File: src/rtl/aes_word_stream_if.sv
// -----------------------------------------------------------------------------
// aes_word_stream_if
//   32-bit streaming front/back end for an AES-128 core. Key and data words are
//   packed into 128-bit registers (first word = bits [127:96]). Each completed
//   data group issues one core_start pulse. Key, text and direction are held
//   stable until the core's ready pulse. The result is then serialised as four
//   32-bit words with valid/ready, MS word first.
//
//   Optional feature: define AES_CBC_EN to enable CBC chaining. s_sel=2 words
//   then load the IV. Without it, s_sel=2 words are accepted and dropped (ECB).
//
// Ports:
//   clk, reset_n            clock, asynchronous active-low reset
//   s_valid/s_ready/s_sel/s_data   input word stream (sel 0=key 1=data 2=IV)
//   cfg_decrypt             direction, sampled with the 4th data word
//   m_valid/m_ready/m_data  output word stream
//   busy, err_timeout       status (err_timeout sticky until next key word)
//   core_start, core_en_or_de, core_key, core_text   to AES core
//   core_result, core_result_ready                   from AES core
// -----------------------------------------------------------------------------
module aes_word_stream_if #(
  parameter int unsigned TIMEOUT_CYCLES = 1023,
  parameter int unsigned CNT_W          = 16
) (
  input  logic         clk,
  input  logic         reset_n,
  input  logic         s_valid,
  output logic         s_ready,
  input  logic [1:0]   s_sel,
  input  logic [31:0]  s_data,
  input  logic         cfg_decrypt,
  output logic         m_valid,
  input  logic         m_ready,
  output logic [31:0]  m_data,
  output logic         busy,
  output logic         err_timeout,
  output logic         core_start,
  output logic         core_en_or_de,
  output logic [127:0] core_key,
  output logic [127:0] core_text,
  input  logic [127:0] core_result,
  input  logic         core_result_ready
);

  typedef enum logic [1:0] {
    ST_COLLECT = 2'd0,
    ST_START   = 2'd1,
    ST_WAIT    = 2'd2,
    ST_OUT     = 2'd3
  } state_t;

  state_t             state_q;
  logic [127:0]       key_q;
  logic [1:0]         key_cnt_q;
  logic               key_valid_q;
  logic [127:0]       text_q;
  logic [1:0]         data_cnt_q;
  logic               en_q;
  logic [127:0]       out_buf_q;
  logic [1:0]         out_cnt_q;
  logic [CNT_W-1:0]   tmo_q;
  logic [CNT_W-1:0]   tmo_d;
  logic               err_q;
  logic               s_fire;
  logic               tmo_expire;
  logic [127:0]       result_d;

`ifdef AES_CBC_EN
  logic [127:0]       chain_q;
`endif

  // Data words wait for a complete key; all other word types are always taken.
  assign s_ready    = (state_q == ST_COLLECT) && ((s_sel != 2'd1) || key_valid_q);
  assign s_fire     = s_valid && s_ready;

  assign m_valid    = (state_q == ST_OUT);
  assign m_data     = m_valid ? out_buf_q[127:96] : 32'h0;
  assign busy       = (state_q != ST_COLLECT);
  assign core_start = (state_q == ST_START);
  assign err_timeout   = err_q;
  assign core_en_or_de = en_q;
  assign core_key      = key_q;

  // The counter is cleared in START, so WAIT lasts at most TIMEOUT_CYCLES cycles.
  assign tmo_d      = tmo_q + CNT_W'(1);
  assign tmo_expire = (tmo_d == CNT_W'(TIMEOUT_CYCLES));

`ifdef AES_CBC_EN
  // Encrypt whitens the plaintext with the chain; decrypt unwhitens the result.
  assign core_text = en_q ? (text_q ^ chain_q) : text_q;
  assign result_d  = en_q ? core_result : (core_result ^ chain_q);
`else
  assign core_text = text_q;
  assign result_d  = core_result;
`endif

  always_ff @(posedge clk or negedge reset_n) begin
    if (!reset_n) begin
      state_q     <= ST_COLLECT;
      key_q       <= '0;
      key_cnt_q   <= '0;
      key_valid_q <= 1'b0;
      text_q      <= '0;
      data_cnt_q  <= '0;
      en_q        <= 1'b1;
      out_buf_q   <= '0;
      out_cnt_q   <= '0;
      tmo_q       <= '0;
      err_q       <= 1'b0;
`ifdef AES_CBC_EN
      chain_q     <= '0;
`endif
    end else begin
      case (state_q)
        ST_COLLECT: begin
          if (s_fire) begin
            case (s_sel)
              2'd0: begin
                key_q     <= {key_q[95:0], s_data};
                key_cnt_q <= key_cnt_q + 2'd1;
                err_q     <= 1'b0;
                // A new key group invalidates the key until all four words land.
                if (key_cnt_q == 2'd0) key_valid_q <= 1'b0;
                if (key_cnt_q == 2'd3) key_valid_q <= 1'b1;
              end
              2'd1: begin
                text_q     <= {text_q[95:0], s_data};
                data_cnt_q <= data_cnt_q + 2'd1;
                if (data_cnt_q == 2'd3) begin
                  en_q    <= ~cfg_decrypt;
                  state_q <= ST_START;
                end
              end
              2'd2: begin
`ifdef AES_CBC_EN
                chain_q <= {chain_q[95:0], s_data};
`endif
              end
              default: begin
              end
            endcase
          end
        end
        ST_START: begin
          tmo_q   <= '0;
          state_q <= ST_WAIT;
        end
        ST_WAIT: begin
          // A ready pulse wins over a simultaneous timeout expiry.
          if (core_result_ready) begin
            out_buf_q <= result_d;
            out_cnt_q <= '0;
`ifdef AES_CBC_EN
            chain_q   <= en_q ? core_result : text_q;
`endif
            state_q   <= ST_OUT;
          end else if (tmo_expire) begin
            err_q   <= 1'b1;
            state_q <= ST_COLLECT;
          end else begin
            tmo_q <= tmo_d;
          end
        end
        ST_OUT: begin
          if (m_ready) begin
            out_buf_q <= {out_buf_q[95:0], 32'h0};
            out_cnt_q <= out_cnt_q + 2'd1;
            if (out_cnt_q == 2'd3) state_q <= ST_COLLECT;
          end
        end
        default: state_q <= ST_COLLECT;
      endcase
    end
  end

endmodule

File: config.mk
export PLATFORM = sky130hd
export DESIGN_NAME = aes_word_stream_if
export DESIGN_NICKNAME = d
export VERILOG_FILES = /design/src/rtl/aes_word_stream_if.sv
export SDC_FILE = /design/constraint.sdc
export NUM_CORES = 1
export LEC_CHECK = 0
export ABC_AREA = 1
export CAP_MARGIN = 15
export CORE_ASPECT_RATIO = 0.8
export CORE_MARGIN = 8
export CORE_UTILIZATION = 44
export DETAILED_ROUTE_END_ITERATION = 6
export PLACE_DENSITY = 0.77
export SYNTH_ARGS = -nofsm -noshare
export SYNTH_HDL_FRONTEND = slang
export SYNTH_SLANG_ARGS = --single-unit
File: constraint.sdc
create_clock -name clk -period 2.3 [get_ports clk]
set_clock_uncertainty 0.2 [all_clocks]
set_input_delay 0.575 -clock clk [delete_from_list [all_inputs] [get_ports clk]]
set_output_delay 0.575 -clock clk [all_outputs]
set_load 0.005 [all_outputs]
==> reports/results.ini, run 1 <==
[run_status]
status=finished, violations left
failed_checks=negative setup slack

[layout]
nets=2563
fin_cells=2932
area_delta_synth_final_pct=51.8
fin_util_pct=67.1
layout-drive-gt1-share_pct=21.8

[clocking]
clk_pin_slew_ps=60
clock-sinks=411
cts_max_path_buffers=3
numCtsBuffers=43
cts_max_level=2
clk_latency_ps=550
cts-root-buf=clkbuf_16
cts_tree=built

[timing]
holdWs_ps=283
max_freq_mhz=407
rsz0062_at_grt=yes
hold_viol=0
tightestPinTransition_ps=554
slew_headroom_pct=63.1
maxSlewViolCount=0
fin_crit_ps=2460
timing.final.crit_share_pct=107
finalSetupViolCount=157
setup_ws_ps=-156

[power_and_ir_drop]
switching_power_uw=11600
pwr-share-comb_pct=41.4
clkPwrFrac_pct=20.5
swShare_pct=34.8
max-vdd-ir-drop_v=0.000766
power.total_uw=33300
powerDensity_nw_per_um2=1270
p_leak_uw=0.0123
pwr-share-seq_pct=38.1
internal-power_uw=21700

[hold_path]
min_path_type=reg2reg

[placement]
dpl.cell_count=2764
place.gp.congestion=0.866
numPortBuffers=461
dp_hpwl_um=41400

[die]
floorplan.initialDensity_pct=44.2
dieWidth_um=237
die_h_um=193
fp.dieArea_um2=45800
fp.coreArea_um2=39000
rows=65
pin_count=462

[worst_setup_path]
r2r-start=state_q[1]
cp.required_ps=2540
crit_chain=buf_4 -> buf_4 -> buf_4 -> ha_4 -> inv_4 -> nand2_2 -> a21oi_4 -> buf_12 -> buf_12 -> clkbuf_16 -> nor2_1 -> a31oi_1
r2r_slack_ps=-160
crit_path_end=out_buf_q[101]
start_kind=register
rr_endpoint=out_buf_q[101]
endpoint_kind=register
crit_top_cell=buf_4
critical_path.max_stage_delay_ps=440
cp.arrival_ps=2690
critPathTopFamily=buffers and inverters
worstSetupStartpoint=state_q[1]
path_depth=12
crit_fanout=10
path_buf_inv=7
worstSetupPathType=reg2reg
reg2reg_depth=12
slowest_stage=dfrtp_2

[routing]
via_count=15600
vias_per_cell=5.32
routedWlPerCell_um=21.2
first_pass_iters=5
drc=0
drt_first_iter_violations=1440
finalWirelength_um=62100
drtAntennaViolNets=0

[yosys]
synthesis.nets=2001
syn_area_per_cell_um2=9.46
yosysWarnings=0
ys_ff_latch=411
netlist_instances=1824
seq_area_frac_synth_pct=59.6
yosysTopAreaCell=dfrtp_1
synthFlopType=dfrtp_1
post-synth-top-area-fraction_pct=59.5
synthTopCellsByCount=511 x nand2_1, 410 x dfrtp_1, 168 x inv_1
async_reset_ff_share_pct=100
syn_area_um2=17300
synth-edff-count=0
synthDistinctLibCells=33
yosysMostFrequentCell=nand2_1
ys_top_cells_by_area=dfrtp_1 59%, nand2_1 11%, mux2_2 6.4%

[global_route]
grt_pass1_vias=15400
grt_max_degree=130
antenna_found_initial=6
grtUsageTotal_pct=23.9
grt_overflow=0
grt_first_pass_wirelength_um=86800

[job]
drv_cap=0

[worst register-to-register path, stage by stage, from the launching register on]
cell and delay (ps):
dfrtp_2 440, buf_4 160, buf_4 140, buf_4 140, ha_4 170, inv_4 60, nand2_2 60, a21oi_4 280
buf_12 200, buf_12 110, clkbuf_16 140, nor2_1 50, a31oi_1 210
[logic make-up after synthesis]
group / Yosys count / synth area share, %
muxes: 98 / 6.40
DFF: 411 / 59.6
buffers and inverters: 276 / 6.32
xor gates and xnor gates: 4 / 0.203
and+or+nand+nor: 752 / 18.1
AOI/OAI and AO/OA: 274 / 8.67
adders and majority gates: 9 / 0.653
[layout by cell type (no fill, tap or decap), types with 22 or more instances in the layout]
cell type and instances:
mux2_2 98, nand2_1 465, nand2_4 22, o21ai_1 40
dfrtp_1 400, nor2_1 111, buf_6 42, inv_2 29
o21ai_0 127, buf_12 30, clkbuf_16 66, dlygate4sd2_1 30
buf_4 70, nand4_1 25, nand3_1 46, clkdlybuf4s50_1 393
a31oi_1 94, inv_1 135, nand2_2 53
[layer usage]
metal	global-route usage, %	wire [um]
met2	40.0	30400
met5	0	13
met1	29.2	23400
met3	7.22	5740
met4	9.09	2490
[area by class of cell]
| class | instances | area, um2 |
|---|---|---|
| antenna | 10 | 25.0 |
| fill | 2830 | 12900 |
| sequential | 411 | 10300 |
| tap | 502 | 628 |
| clock inverter | 17 | 135 |
| inverter | 170 | 657 |
| clock buffer | 62 | 1260 |
| multi-input combinational | 1138 | 6320 |
| timing repair buffer | 622 | 6870 |
[flip-flops by register name, summed over array words and instances, names as in the netlist]
name           count
core_en_or_de      1
core_key         128
err_timeout        1
tmo_q             16
state_q            2
core_text        128
out_cnt_q          2
key_cnt_q          2
data_cnt_q         2
key_valid_q        1
out_buf_q        128
[worst min-delay path by stage]
stage,from,end,cells after the start
2_1_floorplan,reset_n,core_key[0],0
3_3_place_gp,core_key[127],core_key[127],2
3_5_place_dp,core_key[127],core_key[127],2
4_1_cts,core_key[127],core_key[127],2
5_1_grt,key_cnt_q[0],key_cnt_q[0],1
6_report,core_key[126],core_key[126],2
[repair_timing]
| action | CTS | global route |
|---|---|---|
| buffers inserted | 21 | 23 |
| setup endpoints to repair | 327 | 354 |
| resized for setup | 225 | 197 |
| pin swaps | 5 | 31 |
| cloned | 4 | 31 |
| hold buffers | 1 | 0 |
| endpoints found under the hold margin | 35 | 0 |
[power groups by stage]
stage / logic [uW] / registers (uW) / clock network, uW
global route: 14800 / 13000 / 7210
floorplan: 4600 / 12000 / 0
detailed placement: 11400 / 12500 / 0
CTS: 11800 / 12500 / 6910
finish: 13800 / 12700 / 6820
global placement: 11000 / 12400 / 0
[metrics by stage]
stage / setup TNS, ps / worst slack, ps / cell area, um2
finish: -8650 / -156 / 26200
global route: -22640 / -208 / 26200
CTS: -10880 / -182 / 24700
detailed placement: -89250 / -390 / 23000
global placement: -71820 / -349 / 23000
floorplan: 0 / 53.9 / 17300
No activity file was read; power rests on OpenSTA's default activity.
==> run 2: changes to the inputs <==
--- a/config.mk
+++ b/config.mk
@@ -12,6 +12,7 @@
 export CORE_UTILIZATION = 44
 export DETAILED_ROUTE_END_ITERATION = 6
 export PLACE_DENSITY = 0.77
+export SKIP_LAST_GASP = 1
 export SYNTH_ARGS = -nofsm -noshare
 export SYNTH_HDL_FRONTEND = slang
 export SYNTH_SLANG_ARGS = --single-unit
==> run 2 against run 1 <==
  * Routed wire length up 2.0%
  * Sequential cell count unchanged
  * Register-to-register slack barely moved
  * Sequential power hardly changed
  * First-iteration DRC count is 6.0% lower
  * Largest power group unchanged
  * Setup slack lost 28 ps
  * Hold slack got worse by 0.72 ps
  * Sequential share of layout area fell by 0.18 points
  * Clock-buffer cell count stayed put
  * The flow finishes with violations (design-rule violations, negative setup slack)
  * Clock power up 0.7%
  * Power grew 0.50%
==> reports/results.ini, run 2 (same netlist as run 1, synthesis figures left out) <==
[placement]
dp_slack_ps=-390  ; unchanged
dp_hpwl_um=41400  ; unchanged
numPortBuffers=461  ; unchanged
place.gp.congestion=0.866  ; unchanged

[global_route]
grtUsageTotal_pct=23.9  ; about the same
grt_first_pass_wirelength_um=86700  ; was 86,800 um
grt_max_degree=130  ; unchanged
antenna_found_initial=6  ; unchanged
grt_pass1_vias=15400  ; about the same
grt_overflow=0  ; unchanged

[worst_setup_path]
endpoint_kind=primary output  ; was register
cp.arrival_ps=1710  ; was 2690 ps
worstSetupPathType=reg2out  ; was reg2reg
cp.required_ps=1520  ; was 2540 ps
crit_fanout=7  ; was 10
start_kind=register  ; unchanged

[power_and_ir_drop]
powerDensity_nw_per_um2=1270  ; about the same
power.total_uw=33500  ; was 33,300 uW
p_leak_uw=0.0124  ; was 0.0123 uW
max-vdd-ir-drop_v=0.000769  ; was 0.000766 V

[layout]
layout-drive-gt1-share_pct=22.0  ; was 21.8%
final_cell_mix=467 x nand2_1, 400 x dfrtp_1, 394 x clkdlybuf4s50_1  ; was 465 x nand2_1, 400 x dfrtp_1, 393 x clkdlybuf4s50_1
nets=2569  ; was 2,563
area_delta_synth_final_pct=52.5  ; was 51.8%
num-fill-cells=2820  ; was 2,830
final_common_cell=nand2_1  ; unchanged

[timing]
rsz0062_at_grt=yes  ; unchanged
timing.final.crit_share_pct=108  ; was 107%
setup_ws_ps=-184  ; was -156 ps
fin_crit_ps=2480  ; was 2460 ps
max_freq_mhz=403  ; was 407 MHz
tightestPinTransition_ps=553  ; was 554 ps
slew_headroom_pct=63.1  ; about the same
finalSetupViolCount=195  ; was 157
hold_viol=0  ; unchanged
maxSlewViolCount=0  ; unchanged

[routing]
via_count=15700  ; was 15,600
vias_per_cell=5.35  ; was 5.32
first_pass_iters=7  ; was 5
drtAntennaViolNets=0  ; unchanged
drt_first_iter_violations=1354  ; was 1,440
drc=10  ; was 0
finalWirelength_um=63300  ; was 62,100 um
routedWlPerCell_um=21.6  ; was 21.2 um

[clocking]
numCtsBuffers=43  ; unchanged
cts_max_path_buffers=3  ; unchanged
cts_tree=built  ; unchanged
clock-sinks=411  ; unchanged
cts-root-buf=clkbuf_16  ; unchanged
cts_max_level=2  ; unchanged
clk_latency_ps=540  ; was 550 ps
clk_pin_slew_ps=60  ; about the same

[die]
rows=65  ; unchanged
pin_count=462  ; unchanged
fp.dieArea_um2=45800  ; unchanged
fp.coreArea_um2=39000  ; unchanged
dieWidth_um=237  ; unchanged
floorplan.initialDensity_pct=44.2  ; unchanged
die_h_um=193  ; unchanged

[run_status]
status=finished, violations left  ; unchanged
failed_checks=design-rule violations, negative setup slack  ; was negative setup slack

[hold_path]
min_path_type=reg2reg  ; unchanged

[job]
drv_cap=0  ; unchanged

## run 2: final timing paths
kind	from	endpoint	slack (ps)	cells past startpoint
min	core_key[126]	core_key[126]	280	2
max	state_q[1]	m_data[2]	-180	6
min in group asynchronous	reset_n	core_text[64]	360	2
min reg2reg	core_key[126]	core_key[126]	280	2
max in group asynchronous	reset_n	core_key[43]	830	3
max reg2reg	state_q[1]	out_buf_q[89]	-150	13
## run 2: layout make-up
cell class                 instances  area, um2  share of cell area, %
multi-input combinational       1138       6330                   24.0
clock buffer                      62       1260                   4.79
antenna                           10       25.0                 0.0951
tap                              502        628                   2.39
inverter                         170        659                   2.51
clock inverter                    17        135                  0.514
timing repair buffer             628       6970                   26.5
sequential                       411      10300                   39.2
## run 2: routing by layer
| layer | track usage (%) | vias up | part of all wire, % |
|---|---|---|---|
| met2 | 39.9 | 733 | 49 |
| met1 | 29.2 | 7778 | 37 |
| met5 | 0 | - | 0.021 |
| li1 | - | 7045 | - |
| met3 | 7.24 | 170 | 8.9 |
| met4 | 9.04 | 2 | 4.4 |
## run 2: stage by stage
step | hold WS [ps] | instance area [um2] | std cells | TNS, ps | utilization, %
2_1_floorplan | 79.4 | 17300 | 1824 | 0 | -
3_5_place_dp | 267 | 23000 | 2764 | -89250 | 59.0
5_1_grt | 304 | 26300 | 2934 | -28380 | 67.4
4_1_cts | 287 | 24700 | 2868 | -13090 | 63.3
6_report | 282 | 26300 | 2938 | -11730 | 67.4
3_3_place_gp | 258 | 23000 | 2764 | -71820 | 59.0
## run 2: power by group
group	switching (uW)	total [uW]	internal [uW]
sequential	2460	12700	10200
combinational	6300	13900	7590
clock	2930	6870	3940
## run 2: what timing repair did
item,in CTS,in global routing
endpoints found under the hold margin,35,0
gates cloned,4,37
pin swaps,5,34
buffers inserted,21,23
endpoints found under the setup margin,327,354
hold buffers,1,0
resized for setup,214,199
## run 2: worst max-delay path, stage by stage (launching register included)
cell and delay, ps:
dfrtp_2 450, ha_4 200, buf_12 150, buf_12 140
nand2_4 60, inv_2 40, buf_6 110
==> run 3: changes to the inputs <==
--- a/config.mk
+++ b/config.mk
@@ -11,6 +11,7 @@
 export CORE_MARGIN = 8
 export CORE_UTILIZATION = 44
 export DETAILED_ROUTE_END_ITERATION = 6
+export MAX_ROUTING_LAYER = met4
 export PLACE_DENSITY = 0.77
 export SKIP_LAST_GASP = 1
 export SYNTH_ARGS = -nofsm -noshare
==> run 3 against run 2 <==
  * The flow finishes with violations (negative setup slack)
  * Sequential power barely moved
  * Via count down 2.0%
  * Combinational power shrank 4%
  * Design area shrank 1.1%
  * Sequential share of layout area up 0.43 points
  * Maximum frequency decreased by 0.85%
  * First-iteration DRC count is 2.4% lower
  * Die area is the same
  * Critical path depth increased by 7
  * Final cell count down 0.58%
  * Highest routed layer is now met4
  * Clock power fell by 2.9%
  * Critical endpoint is now out_buf_q[69]
==> reports/results.ini, run 3 (same netlist as run 1, synthesis figures left out) <==
[run_status]
status=finished, violations left  ; unchanged
failed_checks=negative setup slack  ; was design-rule violations, negative setup slack

[worst_setup_path]
rr_endpoint=out_buf_q[69]  ; was out_buf_q[89]
r2r-start=state_q[0]  ; was state_q[1]
path_buf_inv=8  ; was 4
start_kind=register  ; unchanged
slowest_stage=dfrtp_2  ; unchanged
path_depth=13  ; was 6
crit_path_end=out_buf_q[69]  ; was m_data[2]
r2r_slack_ps=-200  ; was -150 ps
worstSetupPathType=reg2reg  ; was reg2out
worstSetupStartpoint=state_q[0]  ; was state_q[1]
crit_fanout=7  ; unchanged
critical_path.max_stage_delay_ps=390  ; was 450 ps
endpoint_kind=register  ; was primary output
crit_chain=ha_4 -> buf_4 -> buf_6 -> buf_6 -> buf_8 -> buf_16 -> nand2_2 -> a21oi_4 -> buf_6 -> clkbuf_16 -> buf_12 -> nor2_1 -> a31oi_1  ; was ha_4 -> buf_12 -> buf_12 -> nand2_4 -> inv_2 -> buf_6
cp.arrival_ps=2760  ; was 1710 ps
crit_top_cell=buf_6  ; was buf_12
reg2reg_depth=13  ; unchanged
cp.required_ps=2550  ; was 1520 ps
critPathTopFamily=buffers and inverters  ; was flip-flops

[die]
pin_count=462  ; unchanged
floorplan.initialDensity_pct=44.2  ; unchanged
dieWidth_um=237  ; unchanged
fp.coreArea_um2=39000  ; unchanged
rows=65  ; unchanged
fp.dieArea_um2=45800  ; unchanged
die_h_um=193  ; unchanged

[global_route]
grtUsageTotal_pct=26.1  ; was 23.9%
grt_first_pass_wirelength_um=91400  ; was 86,700 um
antenna_found_initial=8  ; was 6
grt_max_degree=130  ; unchanged
grt_pass1_vias=15800  ; was 15,400
grt_overflow=0  ; unchanged

[layout]
fin_util_pct=66.7  ; was 67.4%
final_common_cell=nand2_1  ; unchanged
fin_area_um2=26000  ; was 26,300 um2
layout-drive-gt1-share_pct=21.5  ; was 22.0%
area_delta_synth_final_pct=50.8  ; was 52.5%
nets=2555  ; was 2,569
final_cell_mix=455 x nand2_1, 399 x dfrtp_1, 378 x clkdlybuf4s50_1  ; was 467 x nand2_1, 400 x dfrtp_1, 394 x clkdlybuf4s50_1

[timing]
finalSetupViolCount=151  ; was 195
setup_ws_ps=-205  ; was -184 ps
timing.final.crit_share_pct=109  ; was 108%
slew_headroom_pct=61.4  ; was 63.1%
fin_crit_ps=2500  ; was 2480 ps
hold_viol=0  ; unchanged
max_freq_mhz=399  ; was 403 MHz
maxSlewViolCount=0  ; unchanged
rsz0062_at_grt=yes  ; unchanged
tightestPinTransition_ps=579  ; was 553 ps

[routing]
routedWlPerCell_um=21.0  ; was 21.6 um
drt_first_iter_violations=1322  ; was 1,354
vias_per_cell=5.28  ; was 5.35
via_count=15400  ; was 15,700
first_pass_iters=6  ; was 7
finalWirelength_um=61400  ; was 63,300 um
drtAntennaViolNets=0  ; unchanged
drc=0  ; was 10

[placement]
dp_slack_ps=-388  ; was -390 ps
place.gp.congestion=0.893  ; was 0.866
dpl_cell_area_um2=23100  ; was 23,000 um2
numPortBuffers=461  ; unchanged
dp_hpwl_um=42000  ; was 41,400 um

[clocking]
clk_latency_ps=550  ; was 540 ps
clk_pin_slew_ps=70  ; was 60 ps
cts_tree=built  ; unchanged
numCtsBuffers=42  ; was 43
cts-root-buf=clkbuf_16  ; unchanged
cts_max_level=2  ; unchanged
cts_max_path_buffers=3  ; unchanged
clock-sinks=411  ; unchanged

[hold_path]
min_path_type=reg2reg  ; unchanged
hold_start=key_cnt_q[0]  ; was core_key[126]

[power_and_ir_drop]
switching_power_uw=11400  ; was 11,700 uW
swShare_pct=34.8  ; was 34.9%
powerDensity_nw_per_um2=1260  ; was 1270 nW/um2
power.total_uw=32700  ; was 33,500 uW
max-vdd-ir-drop_v=0.00101  ; was 0.000769 V
p_leak_uw=0.0124  ; about the same
pwr-share-comb_pct=40.9  ; was 41.5%
pwr-share-seq_pct=38.7  ; was 38.0%
clkPwrFrac_pct=20.4  ; was 20.5%
internal-power_uw=21300  ; was 21,800 uW

[job]
drv_cap=0  ; unchanged

[run 3: changes by cell type in the layout (fill, tap and decap cells not counted), moves of 9 or more]
cell             change
clkdlybuf4s50_1     -16
clkbuf_16           -17
dlygate4sd2_1       +14
o21ai_1             -10
nand2_4              +9
o21ai_0             +11
nand2_1             -12
[run 3: power by group through the flow]
stage	clock network [uW]	registers, uW	logic [uW]
2_1_floorplan	0	12000	4600
3_3_place_gp	0	12500	11100
4_1_cts	6780	12500	12500
6_report	6670	12700	13400
3_5_place_dp	0	12600	11500
5_1_grt	7100	13000	14400
[run 3: worst reg2reg max path: cells and delay by family (launching register included)]
family	cells	cell delay, ps
buffers and inverters	8	950
AOI/OAI and AO/OA	2	470
DFF	1	390
adders and majority gates	1	280
and+or+nand+nor	2	120
[run 3: repair_timing]
action	CTS	global route
endpoints found under the hold margin	32	0
setup buffers	37	13
pin swaps	6	33
gates cloned	10	12
hold buffers	1	0
setup endpoints to repair	113	271
resized for setup	264	184
[run 3: worst min-delay path by stage]
stage                          to  cells after the start
floorplan             core_key[0]                      0
global placement    core_key[127]                      2
detailed placement   key_cnt_q[0]                      1
CTS                  key_cnt_q[0]                      1
global route        core_key[127]                      2
finish               key_cnt_q[0]                      1
[run 3: cell type report]
| class | instances | area (um2) |
|---|---|---|
| fill | 2924 | 13000 |
| sequential | 411 | 10300 |
| timing repair buffer | 616 | 6740 |
| multi-input combinational | 1137 | 6350 |
| clock buffer | 62 | 1180 |
| inverter | 170 | 663 |
| tap | 502 | 628 |
| clock inverter | 15 | 144 |
| antenna | 8 | 20.0 |
[run 3: per-stage QoR]
stage / hold slack, ps / std cells / TNS (ps)
2_1_floorplan: 79.4 / 1824 / 0
3_3_place_gp: 259 / 2766 / -70410
3_5_place_dp: 267 / 2766 / -78000
4_1_cts: 281 / 2890 / -12970
5_1_grt: 314 / 2921 / -27990
6_report: 285 / 2921 / -15500
[run 3: per-layer routing]
layer | part of all wire [%] | GRT usage [%]
met3 | 8.4 | 6.75
met1 | 39 | 32.4
met2 | 49 | 41.9
met4 | 3.1 | 8.61
met5 | 0 | -
